<file path="src/rtl/alu_shift_sched_pkg.sv">
// Shared constants, flag positions and FSM state type for the shift scheduler.
package alu_pkg;

  localparam int DATA_W = 32;

  localparam logic [3:0] OP_SHL = 4'b0000;
  localparam logic [3:0] OP_SHR = 4'b0001;
  localparam logic [3:0] OP_SAR = 4'b0010;
  localparam logic [3:0] OP_SAL = 4'b0011;

  localparam int FLAG_CARRY = 0;
  localparam int FLAG_OVF   = 1;
  localparam int FLAG_ZERO  = 2;
  localparam int FLAG_NEG   = 3;
  localparam int FLAG_ERR   = 4;

  typedef enum logic [1:0] {
    ST_IDLE,
    ST_SHIFT,
    ST_DONE
  } state_t;

  function automatic logic is_legal_op(input logic [3:0] op);
    return (op[3:2] == 2'b00);
  endfunction

endpackage

</file>
<file path="src/rtl/alu_shift_sched_if.sv">
// Request/response bundle between two requesters, the shift scheduler and its consumer.
interface alu_shift_sched_if;
  import alu_pkg::*;

  logic              req0_valid;
  logic              req0_ready;
  logic [3:0]        req0_op;
  logic [DATA_W-1:0] req0_a;
  logic [DATA_W-1:0] req0_b;

  logic              req1_valid;
  logic              req1_ready;
  logic [3:0]        req1_op;
  logic [DATA_W-1:0] req1_a;
  logic [DATA_W-1:0] req1_b;

  logic              rsp_valid;
  logic              rsp_ready;
  logic              rsp_id;
  logic [DATA_W-1:0] rsp_out;
  logic [4:0]        rsp_flags;
  logic              busy;

  modport master (
    output req0_valid, req0_op, req0_a, req0_b,
    output req1_valid, req1_op, req1_a, req1_b,
    output rsp_ready,
    input  req0_ready, req1_ready,
    input  rsp_valid, rsp_id, rsp_out, rsp_flags, busy
  );

  modport slave (
    input  req0_valid, req0_op, req0_a, req0_b,
    input  req1_valid, req1_op, req1_a, req1_b,
    input  rsp_ready,
    output req0_ready, req1_ready,
    output rsp_valid, rsp_id, rsp_out, rsp_flags, busy
  );

endinterface

</file>
<file path="src/rtl/alu_shift_sched_step.sv">
// One-bit shift of the working register, returning the new value and the bit that fell out.
module alu_shift_step
  import alu_pkg::*;
(
  input  logic [3:0]        i_op,
  input  logic [DATA_W-1:0] i_value,
  output logic [DATA_W-1:0] o_next,
  output logic              o_shift_out
);

  always_comb begin
    o_next      = i_value;
    o_shift_out = 1'b0;
    case (i_op)
      OP_SHL, OP_SAL: begin
        o_next      = {i_value[DATA_W-2:0], 1'b0};
        o_shift_out = i_value[DATA_W-1];
      end
      OP_SHR: begin
        o_next      = {1'b0, i_value[DATA_W-1:1]};
        o_shift_out = i_value[0];
      end
      OP_SAR: begin
        o_next      = {i_value[DATA_W-1], i_value[DATA_W-1:1]};
        o_shift_out = i_value[0];
      end
      default: begin
        o_next      = i_value;
        o_shift_out = 1'b0;
      end
    endcase
  end

endmodule

</file>
<file path="src/rtl/alu_shift_sched.sv">
// Round-robin two-requester shift unit: accepts one operation at a time, shifts
// it one bit per cycle and holds the result until the consumer takes it.
module alu_shift_sched
  import alu_pkg::*;
#(
  parameter int WIDTH = DATA_W
) (
  input logic              clk,
  input logic              rst_n,
  alu_shift_sched_if.slave bus
);

  state_t             r_state;
  state_t             w_next_state;
  logic               r_last;
  logic [3:0]         r_op;
  logic [WIDTH-1:0]   r_work;
  logic [5:0]         r_cnt;
  logic               r_ovf;
  logic               r_id;
  logic [WIDTH-1:0]   r_out;
  logic [4:0]         r_flags;

  logic               w_idle;
  logic               w_any;
  logic               w_gnt_id;
  logic               w_accept;
  logic [3:0]         w_sel_op;
  logic [WIDTH-1:0]   w_sel_a;
  logic [WIDTH-1:0]   w_sel_b;
  logic [5:0]         w_cap_cnt;
  logic               w_legal;
  logic [WIDTH-1:0]   w_step_next;
  logic               w_step_out;
  logic               w_step_ovf;
  logic               w_last_step;
  logic [4:0]         w_zero_flags;
  logic [4:0]         w_fin_flags;

  // On a tie the requester that did not win last time is served.
  assign w_idle   = rst_n && (r_state == ST_IDLE);
  assign w_any    = bus.req0_valid || bus.req1_valid;
  assign w_gnt_id = (bus.req0_valid && bus.req1_valid) ? ~r_last : bus.req1_valid;
  assign w_accept = w_idle && w_any;

  assign bus.req0_ready = w_accept && !w_gnt_id;
  assign bus.req1_ready = w_accept && w_gnt_id;

  assign w_sel_op  = w_gnt_id ? bus.req1_op : bus.req0_op;
  assign w_sel_a   = w_gnt_id ? bus.req1_a  : bus.req0_a;
  assign w_sel_b   = w_gnt_id ? bus.req1_b  : bus.req0_b;
  assign w_cap_cnt = (|w_sel_b[WIDTH-1:5]) ? 6'd32 : {1'b0, w_sel_b[4:0]};
  assign w_legal   = is_legal_op(w_sel_op);

  alu_shift_step u_step (
    .i_op        (r_op),
    .i_value     (r_work),
    .o_next      (w_step_next),
    .o_shift_out (w_step_out)
  );

  assign w_step_ovf  = (r_op == OP_SAL) && (w_step_next[WIDTH-1] != r_work[WIDTH-1]);
  assign w_last_step = (r_cnt == 6'd1);

  always_comb begin
    w_zero_flags                = '0;
    w_zero_flags[FLAG_NEG]      = w_sel_a[WIDTH-1];
    w_zero_flags[FLAG_ZERO]     = (w_sel_a == '0);

    w_fin_flags                 = '0;
    w_fin_flags[FLAG_NEG]       = w_step_next[WIDTH-1];
    w_fin_flags[FLAG_ZERO]      = (w_step_next == '0);
    w_fin_flags[FLAG_OVF]       = r_ovf || w_step_ovf;
    w_fin_flags[FLAG_CARRY]     = w_step_out;
  end

  always_ff @(posedge clk) begin
    if (!rst_n) r_state <= ST_IDLE;
    else        r_state <= w_next_state;
  end

  // Illegal ops and zero-length shifts skip SHIFT and complete in one cycle.
  always_comb begin
    w_next_state = r_state;
    case (r_state)
      ST_IDLE: begin
        if (w_accept) begin
          if (!w_legal || (w_cap_cnt == 6'd0)) w_next_state = ST_DONE;
          else                                 w_next_state = ST_SHIFT;
        end
      end
      ST_SHIFT: begin
        if (w_last_step) w_next_state = ST_DONE;
      end
      ST_DONE: begin
        if (bus.rsp_ready) w_next_state = ST_IDLE;
      end
      default: w_next_state = ST_IDLE;
    endcase
  end

  always_ff @(posedge clk) begin
    if (!rst_n) begin
      r_last  <= 1'b1;
      r_op    <= OP_SHL;
      r_work  <= '0;
      r_cnt   <= '0;
      r_ovf   <= 1'b0;
      r_id    <= 1'b0;
      r_out   <= '0;
      r_flags <= '0;
    end else begin
      case (r_state)
        ST_IDLE: begin
          if (w_accept) begin
            r_op   <= w_sel_op;
            r_id   <= w_gnt_id;
            r_last <= w_gnt_id;
            r_work <= w_sel_a;
            r_cnt  <= w_cap_cnt;
            r_ovf  <= 1'b0;
            if (!w_legal) begin
              r_out              <= '0;
              r_flags            <= '0;
              r_flags[FLAG_ERR]  <= 1'b1;
            end else if (w_cap_cnt == 6'd0) begin
              r_out   <= w_sel_a;
              r_flags <= w_zero_flags;
            end
          end
        end
        ST_SHIFT: begin
          r_work <= w_step_next;
          r_cnt  <= r_cnt - 6'd1;
          r_ovf  <= r_ovf || w_step_ovf;
          if (w_last_step) begin
            r_out   <= w_step_next;
            r_flags <= w_fin_flags;
          end
        end
        default: begin
        end
      endcase
    end
  end

  assign bus.rsp_valid = (r_state == ST_DONE);
  assign bus.rsp_id    = r_id;
  assign bus.rsp_out   = r_out;
  assign bus.rsp_flags = r_flags;
  assign bus.busy      = rst_n && (r_state != ST_IDLE);

endmodule

</file>
<file path="src/flat_wrapper.sv">
// flat-port wrapper written by rule: the top's interface ports become plain ports
module alu_shift_sched_flat import alu_pkg::*;
#(
  parameter int WIDTH = DATA_W
)
  (clk, rst_n, bus_req0_valid, bus_req0_op, bus_req0_a, bus_req0_b, bus_req1_valid, bus_req1_op, bus_req1_a, bus_req1_b, bus_rsp_ready, bus_req0_ready, bus_req1_ready, bus_rsp_valid, bus_rsp_id, bus_rsp_out, bus_rsp_flags, bus_busy);
  alu_shift_sched_if bus_i ();
  input logic clk;
  input logic rst_n;
  input wire logic [$bits(bus_i.req0_valid)-1:0] bus_req0_valid;
  input wire logic [$bits(bus_i.req0_op)-1:0] bus_req0_op;
  input wire logic [$bits(bus_i.req0_a)-1:0] bus_req0_a;
  input wire logic [$bits(bus_i.req0_b)-1:0] bus_req0_b;
  input wire logic [$bits(bus_i.req1_valid)-1:0] bus_req1_valid;
  input wire logic [$bits(bus_i.req1_op)-1:0] bus_req1_op;
  input wire logic [$bits(bus_i.req1_a)-1:0] bus_req1_a;
  input wire logic [$bits(bus_i.req1_b)-1:0] bus_req1_b;
  input wire logic [$bits(bus_i.rsp_ready)-1:0] bus_rsp_ready;
  output wire logic [$bits(bus_i.req0_ready)-1:0] bus_req0_ready;
  output wire logic [$bits(bus_i.req1_ready)-1:0] bus_req1_ready;
  output wire logic [$bits(bus_i.rsp_valid)-1:0] bus_rsp_valid;
  output wire logic [$bits(bus_i.rsp_id)-1:0] bus_rsp_id;
  output wire logic [$bits(bus_i.rsp_out)-1:0] bus_rsp_out;
  output wire logic [$bits(bus_i.rsp_flags)-1:0] bus_rsp_flags;
  output wire logic [$bits(bus_i.busy)-1:0] bus_busy;
  assign bus_i.req0_valid = bus_req0_valid;
  assign bus_i.req0_op = bus_req0_op;
  assign bus_i.req0_a = bus_req0_a;
  assign bus_i.req0_b = bus_req0_b;
  assign bus_i.req1_valid = bus_req1_valid;
  assign bus_i.req1_op = bus_req1_op;
  assign bus_i.req1_a = bus_req1_a;
  assign bus_i.req1_b = bus_req1_b;
  assign bus_i.rsp_ready = bus_rsp_ready;
  assign bus_req0_ready = bus_i.req0_ready;
  assign bus_req1_ready = bus_i.req1_ready;
  assign bus_rsp_valid = bus_i.rsp_valid;
  assign bus_rsp_id = bus_i.rsp_id;
  assign bus_rsp_out = bus_i.rsp_out;
  assign bus_rsp_flags = bus_i.rsp_flags;
  assign bus_busy = bus_i.busy;
  alu_shift_sched #(.WIDTH(WIDTH)) u_core (.clk(clk), .rst_n(rst_n), .bus(bus_i));
endmodule
</file>
<file path="config.mk">
export PLATFORM = sky130hd
export DESIGN_NAME = alu_shift_sched_flat
export DESIGN_NICKNAME = d
export VERILOG_FILES = /design/src/rtl/alu_shift_sched_pkg.sv /design/src/rtl/alu_shift_sched_if.sv /design/src/rtl/alu_shift_sched_step.sv /design/src/rtl/alu_shift_sched.sv /design/src/flat_wrapper.sv
export SDC_FILE = /design/constraint.sdc
export NUM_CORES = 1
export LEC_CHECK = 0
export CAP_MARGIN = 20
export CORE_AREA = 10 10 107 147
export CTS_BUF_LIST = sky130_fd_sc_hd__clkbuf_16
export CTS_CLUSTER_SIZE = 8
export DETAILED_ROUTE_END_ITERATION = 6
export DIE_AREA = 0 0 117 157
export PLACE_DENSITY_LB_ADDON = 0.25
export RECOVER_POWER = 100
export SLEW_MARGIN = 20
export SYNTH_ARGS = -nofsm -noshare
export SYNTH_HDL_FRONTEND = slang
export SYNTH_SLANG_ARGS = --single-unit
</file>
<file path="constraint.sdc">
create_clock -name clk -period 1.95 [get_ports clk]
set_input_delay 0.195 -clock clk [delete_from_list [all_inputs] [get_ports clk]]
set_output_delay 0.195 -clock clk [all_outputs]
set_load 0.02 [all_outputs]
</file>
After elaboration in Yosys (flattened, before gate mapping). Cells that the tools add are included.

Bits in registers: 84. Input port bits: 141. Output and inout port bits: 42.

$add $sub $neg: 1. Equal/unequal tests: 11. Muxes and demuxes: 28. Bitwise gates (word level): 1. Reductions and logical operators: 27.

Operator list (count): 2-to-1 mux 32 bit (7); one-hot mux 32 bit (2 select lines) (2); one-hot mux 32 bit (3 select lines) (1); logical NOT 32 bit (2); OR reduction 27 bit (1); 2-to-1 mux 5 bit (4); 2-to-1 mux 6 bit (2); one-hot mux 6 bit (2 select lines) (1); one-hot mux 5 bit (2 select lines) (1); == test 4 x 2 -> 1 bit (second input constant) (2); 2-to-1 mux 2 bit (4); logical AND 1 bit (7); == test 6 x 1 -> 1 bit (second input constant) (1); logical NOT 6 bit (1); one-hot mux 2 bit (3 select lines) (1); subtractor 6 x 1 -> 6 bit (second input constant) (1); == test 4 x 1 -> 1 bit (second input constant) (1); logical NOT 2 bit (2); logical NOT 4 bit (1); 2-to-1 mux 4 bit (1); != test 2 x 1 -> 1 bit (second input constant) (2); one-hot mux 1 bit (2 select lines) (2); AND reduction 2 bit (2); AND reduction 4 bit (1); other kinds (12) (18).

Longest topological paths before layout.
Depth in word-level cells: 10. Mapped depth: 10. Depth with buffers taken out: 7.

Cells and area by module. A second synthesis with hierarchy kept.

Cells, all modules: 687. Area total of the unflattened synthesis: 5191.2 um2.

By module, submodules not included: alu_shift_sched (instances 1, cells each 575, area an instance 4464.3 um2, seq. area each 1661.6 um2); alu_shift_step (instances 1, cells each 112, area an instance 726.9 um2, seq. area each 0.0 um2).

Worst setup path after synthesis. No wires, ideal clock.

Path type: reg2reg. Start point: reg u_core.r_op[1]. End point: reg u_core.r_flags[2], in the netlist u_core.bus.rsp_flags[2]. Setup time: 0.070 ns. Arrival time: 1.900 ns. Required time: 1.880 ns. Setup slack: -0.020 ns. Stages on the path, launching flop included: 9. Buffers on the path: 1. Cell sequence: dfxtp_1 -> xor2_2 -> buf_4 -> mux2i_1 -> o21ai_0 -> nor4_1 -> nand4_1 -> o32a_1 -> a21oi_1.

Word-level cells in the longest chain between the ends: 6. Elaborated cells on any way between the ends: 9. Those cells by class: eq/ne (3); mux (3); reduce/logical (3).

RTL lines: start: declaration (RTL line alu_shift_sched.sv:16) `logic [3:0] r_op;`; start signal: assignment (RTL line alu_shift_sched.sv:116) `r_op <= w_sel_op;`; == test 4 x 2 -> 1 bit / logical NOT 4 bit (equally long branches) (RTL line alu_shift_sched_step.sv:14) `case (i_op)`; OR reduction 2 bit (RTL line alu_shift_sched_step.sv:14); one-hot mux 32 bit (3 select lines) (*) (RTL line alu_shift_sched_step.sv:14); logical NOT 32 bit (*) (RTL line alu_shift_sched.sv:72) `w_fin_flags[FLAG_ZERO] = (w_step_next == '0);`; 2-to-1 mux 5 bit (*) (RTL line alu_shift_sched.sv:136) `if (w_last_step) begin`; one-hot mux 5 bit (2 select lines) (*) (RTL line alu_shift_sched.sv:113) `case (r_state)`; end signal: assignment (RTL line alu_shift_sched.sv:128) `r_flags <= w_zero_flags;`; end signal: assignment (RTL line alu_shift_sched.sv:138) `r_flags <= w_fin_flags;`; end: declaration (RTL line alu_shift_sched.sv:22) `logic [4:0] r_flags;`.

Mark *: on every way between the ends. The rest lies on a longest branch, timed or not. The select of a mux whose other input is x is not followed. A chain may end at the register's enable or synchronous reset.

Final worst setup path.
Start point: reg u_core.r_op[0]. End point: reg u_core.r_flags[2], in the netlist u_core.bus.rsp_flags[2].

Same word-level chain as after synthesis.

==> impl_metrics.tcl <==
set metrics [dict create \
    status "complete, but fails checks" \
    violations "negative setup slack" \
    crit_family "compound AO/OA/AOI/OAI gates" \
    wl_met1_mm 8.078 \
    numPortBuffers 182 \
    syn_to_final_growth_pct 70.47 \
    tritoncts "done" \
    diodes 0 \
    crit_type "flip-flop to flip-flop" \
    powerDensity_nw_per_um2 688.5 \
    met2WireLength_mm 11.80 \
    final_cells 1107 \
    cp_cell_sequence "xor2_4 > buf_12 > buf_6 > mux2i_2 > o21ai_2 > nor4_4 > buf_4 > nand4_1 > o32a_1 > a21oi_2" \
    rsz0062_at_grt "true" \
    async_flop_share 0 \
    yosysUniqueCellTypes 55 \
    fin_crit_sh 1.104 \
    grt_pass1_wl_mm 33.31 \
    cap_violations 0 \
    antenna_left 0 \
    holdPathStages 4 \
    ys.flop_type "dfxtp_1" \
    cts_max_level 3 \
    crit_arrival_ns 2.44 \
    synth_fp_nets 835 \
    drc 0 \
    post-place-ws_ns -0.4532 \
    clk_pin_slew_worst_paths_ns 0.07 \
    drive_above_1_share 0.2198 \
    r2r_end "u_core.bus.rsp_flags[2]" \
    finalNetCount 1090 \
    clockBufferDepth 2 \
    grtUsageTotal 0.2291 \
    vdd_drop_max_v 0.0004474 \
    die_x_um 117 \
    drt-vias-per-instance 5.717 \
    crit_start "u_core.r_op[0]" \
    overflow 0 \
    place_congestion 0.9442 \
    ys_seq_area_frac 0.3244 \
    ctsHoldBuffers 0 \
    power_leakage_nw 3.464 \
    netlist_area_um2 5122 \
    drt_wl_total_mm 22.50 \
    max_stage_delay_ns 0.37 \
    reg2reg_from "u_core.r_op[0]" \
    antenna_found_initial 0 \
    critPathCaptureType "flip-flop" \
    r2r_slack_ns -0.20 \
    hp-start "bus_req0_b[1]" \
    path_max_fanout 6 \
    via_count 6329 \
    wl_per_cell_um 20.33 \
    whs_endpoint "u_core.r_cnt[1]" \
    grt_pass1_vias 6551 \
    cts.sinks 83 \
    final_cell_mix "nand2_1, clkdlybuf4s50_1, buf_4, dfxtp_1, mux2i_1" \
    setup_viol 21 \
    setup_ws_ns -0.2023 \
    grt_start_max_net_pins 85 \
    dp.cells 1076 \
    rr_worst_depth 10 \
    fin_skew_ns 0.01057 \
    numCtsBuffers 9 \
    cp_slowest_cell "dfxtp_4" \
    die_area_um2 18370 \
    die_y_um 157 \
    layout_commonest_cell "nand2_1" \
    rows 50 \
    synth_area_per_cell_um2 7.402 \
    critPathRequiredTime_ns 2.23 \
    finalMaxSlewViolations 0 \
    crit_buf_inv 3 \
    place_hpwl_mm 16.54 \
    worstSetupStartpointType "flip-flop" \
    max-slew-margin-rel 0.5111 \
    top_layer "met4" \
    max_slew.worst_pin.slew_ns 0.7334 \
    clk_latency_ns 0.35 \
    start_util 0.3899 \
    synth_seq_cells 83 \
    cts_root_buf "clkbuf_16" \
    synth-edff-count 0 \
    timing.final.crit_period_ns 2.152 \
    design.core.area_um2 13140 \
    synthCells 692 \
    fmax_ghz 0.4646 \
    io_pins 183 \
    yosysWarnings 0 \
    wl_met3_mm 1.836 \
    hold_violations 0 \
    hold_class "primary input to flip-flop" \
    setup_tns_ns -0.9892 \
    dr.pass1.iters 5 \
    first_iter_violations 433 \
]
-- cell type report --
type,instances,area (µm²)
Clock buffer,9,225.2
Fill cell,1071,4405
Clock inverter,6,66.31
Tap cell,156,195.2
Sequential cell,83,1670
Inverter,3,11.26
Multi-Input combinational cell,552,3621
Timing Repair Buffer,298,2943
-- sequential cells by signal, summed over array words and instances (netlist names) --
signal / flops
u_core.bus.rsp_flags: 5
u_core.bus.rsp_id: 1
u_core.bus.rsp_out: 31
u_core.r_cnt: 6
u_core.r_last: 1
u_core.r_op: 4
u_core.r_ovf: 1
u_core.r_state: 2
u_core.r_work: 32
-- cells in the mapped netlist, types with 4 or more instances --
| library cell | instances | area, µm² |
|---|---|---|
| nor2_1 | 41 | 153.9 |
| and2_1 | 8 | 50.05 |
| o21ai_0 | 15 | 75.07 |
| nor2b_1 | 11 | 68.82 |
| nand3_1 | 34 | 170.2 |
| buf_4 | 4 | 30.03 |
| nor4_1 | 35 | 219.0 |
| clkbuf_1 | 39 | 146.4 |
| a21boi_1 | 42 | 315.3 |
| o21ai_1 | 17 | 85.08 |
| nor3_1 | 13 | 65.06 |
| a21oi_1 | 17 | 85.08 |
| a21boi_0 | 12 | 90.09 |
| nand2_1 | 167 | 626.9 |
| dfxtp_1 | 83 | 1662 |
| buf_1 | 4 | 15.01 |
| nand4_1 | 11 | 68.82 |
| a211oi_1 | 8 | 60.06 |
| a31oi_1 | 26 | 162.7 |
| a32o_1 | 5 | 50.05 |
| buf_2 | 6 | 30.03 |
| mux2i_1 | 44 | 440.4 |
-- worst min-delay path, cell delays in order --
cell           delay, ns
dlygate4sd2_1       0.22
mux2i_1             0.08
o221ai_1            0.14
and2_1              0.12
-- cell families (layout without fill, tap and decap cells) --
group / after synthesis / after routing / synth area share
xor gates and xnor gates: 2 / 2 / 0.004886
muxes: 44 / 44 / 0.08598
and+or+nand+nor: 336 / 336 / 0.3012
adders and majority gates: 2 / 2 / 0.004884
DFF: 83 / 83 / 0.3244
AOI/OAI and AO/OA: 168 / 168 / 0.2311
buffers and inverters: 57 / 316 / 0.04763
-- power breakdown --
part / total (mW) / switching [mW] / internal [mW]
logic: 2.31 / 1.16 / 1.15
registers: 1.97 / 0.143 / 1.83
clock network: 1.73 / 0.741 / 0.988
-- layer usage --
layer | track usage | up-vias
li1 | - | 3002
met1 | 0.2338 | 2986
met2 | 0.4155 | 289
met3 | 0.07162 | 52
met4 | 0.09622 | 0
met5 | 0 | -
-- stage by stage --
stage | util | power [mW] | hold WS, ns | area (µm²)
3_5_place_dp | 0.5894 | 3.976 | 0.4460 | 7744
3_3_place_gp | 0.5894 | 3.945 | 0.4396 | 7744
4_1_cts | 0.6271 | 5.785 | 0.4315 | 8239
6_report | 0.6647 | 6.012 | 0.4398 | 8732
5_1_grt | 0.6647 | 6.253 | 0.4688 | 8732
2_1_floorplan | - | 2.945 | 0.3794 | 5134
-- what timing repair did --
| action | 4_1_cts | 5_1_grt |
|---|---|---|
| endpoints found under the hold margin | 0 | 0 |
| setup endpoints to repair | 46 | 57 |
| pin swaps | 30 | 36 |
| buffers inserted | 7 | 7 |
| gates resized for setup | 40 | 97 |
| gates cloned | 2 | 4 |
-- worst max path at each step --
stage                               to  slack (ns)  cells past startpoint
3_3_place_gp   u_core.bus.rsp_flags[0]       -0.39                      9
3_5_place_dp    u_core.bus.rsp_out[15]       -0.45                     10
5_1_grt        u_core.bus.rsp_flags[2]       -0.28                     10
4_1_cts        u_core.bus.rsp_flags[2]       -0.15                     10
6_report       u_core.bus.rsp_flags[2]       -0.20                     10
2_1_floorplan  u_core.bus.rsp_flags[2]        0.01                      8
Power figures use the tool's default switching activity.
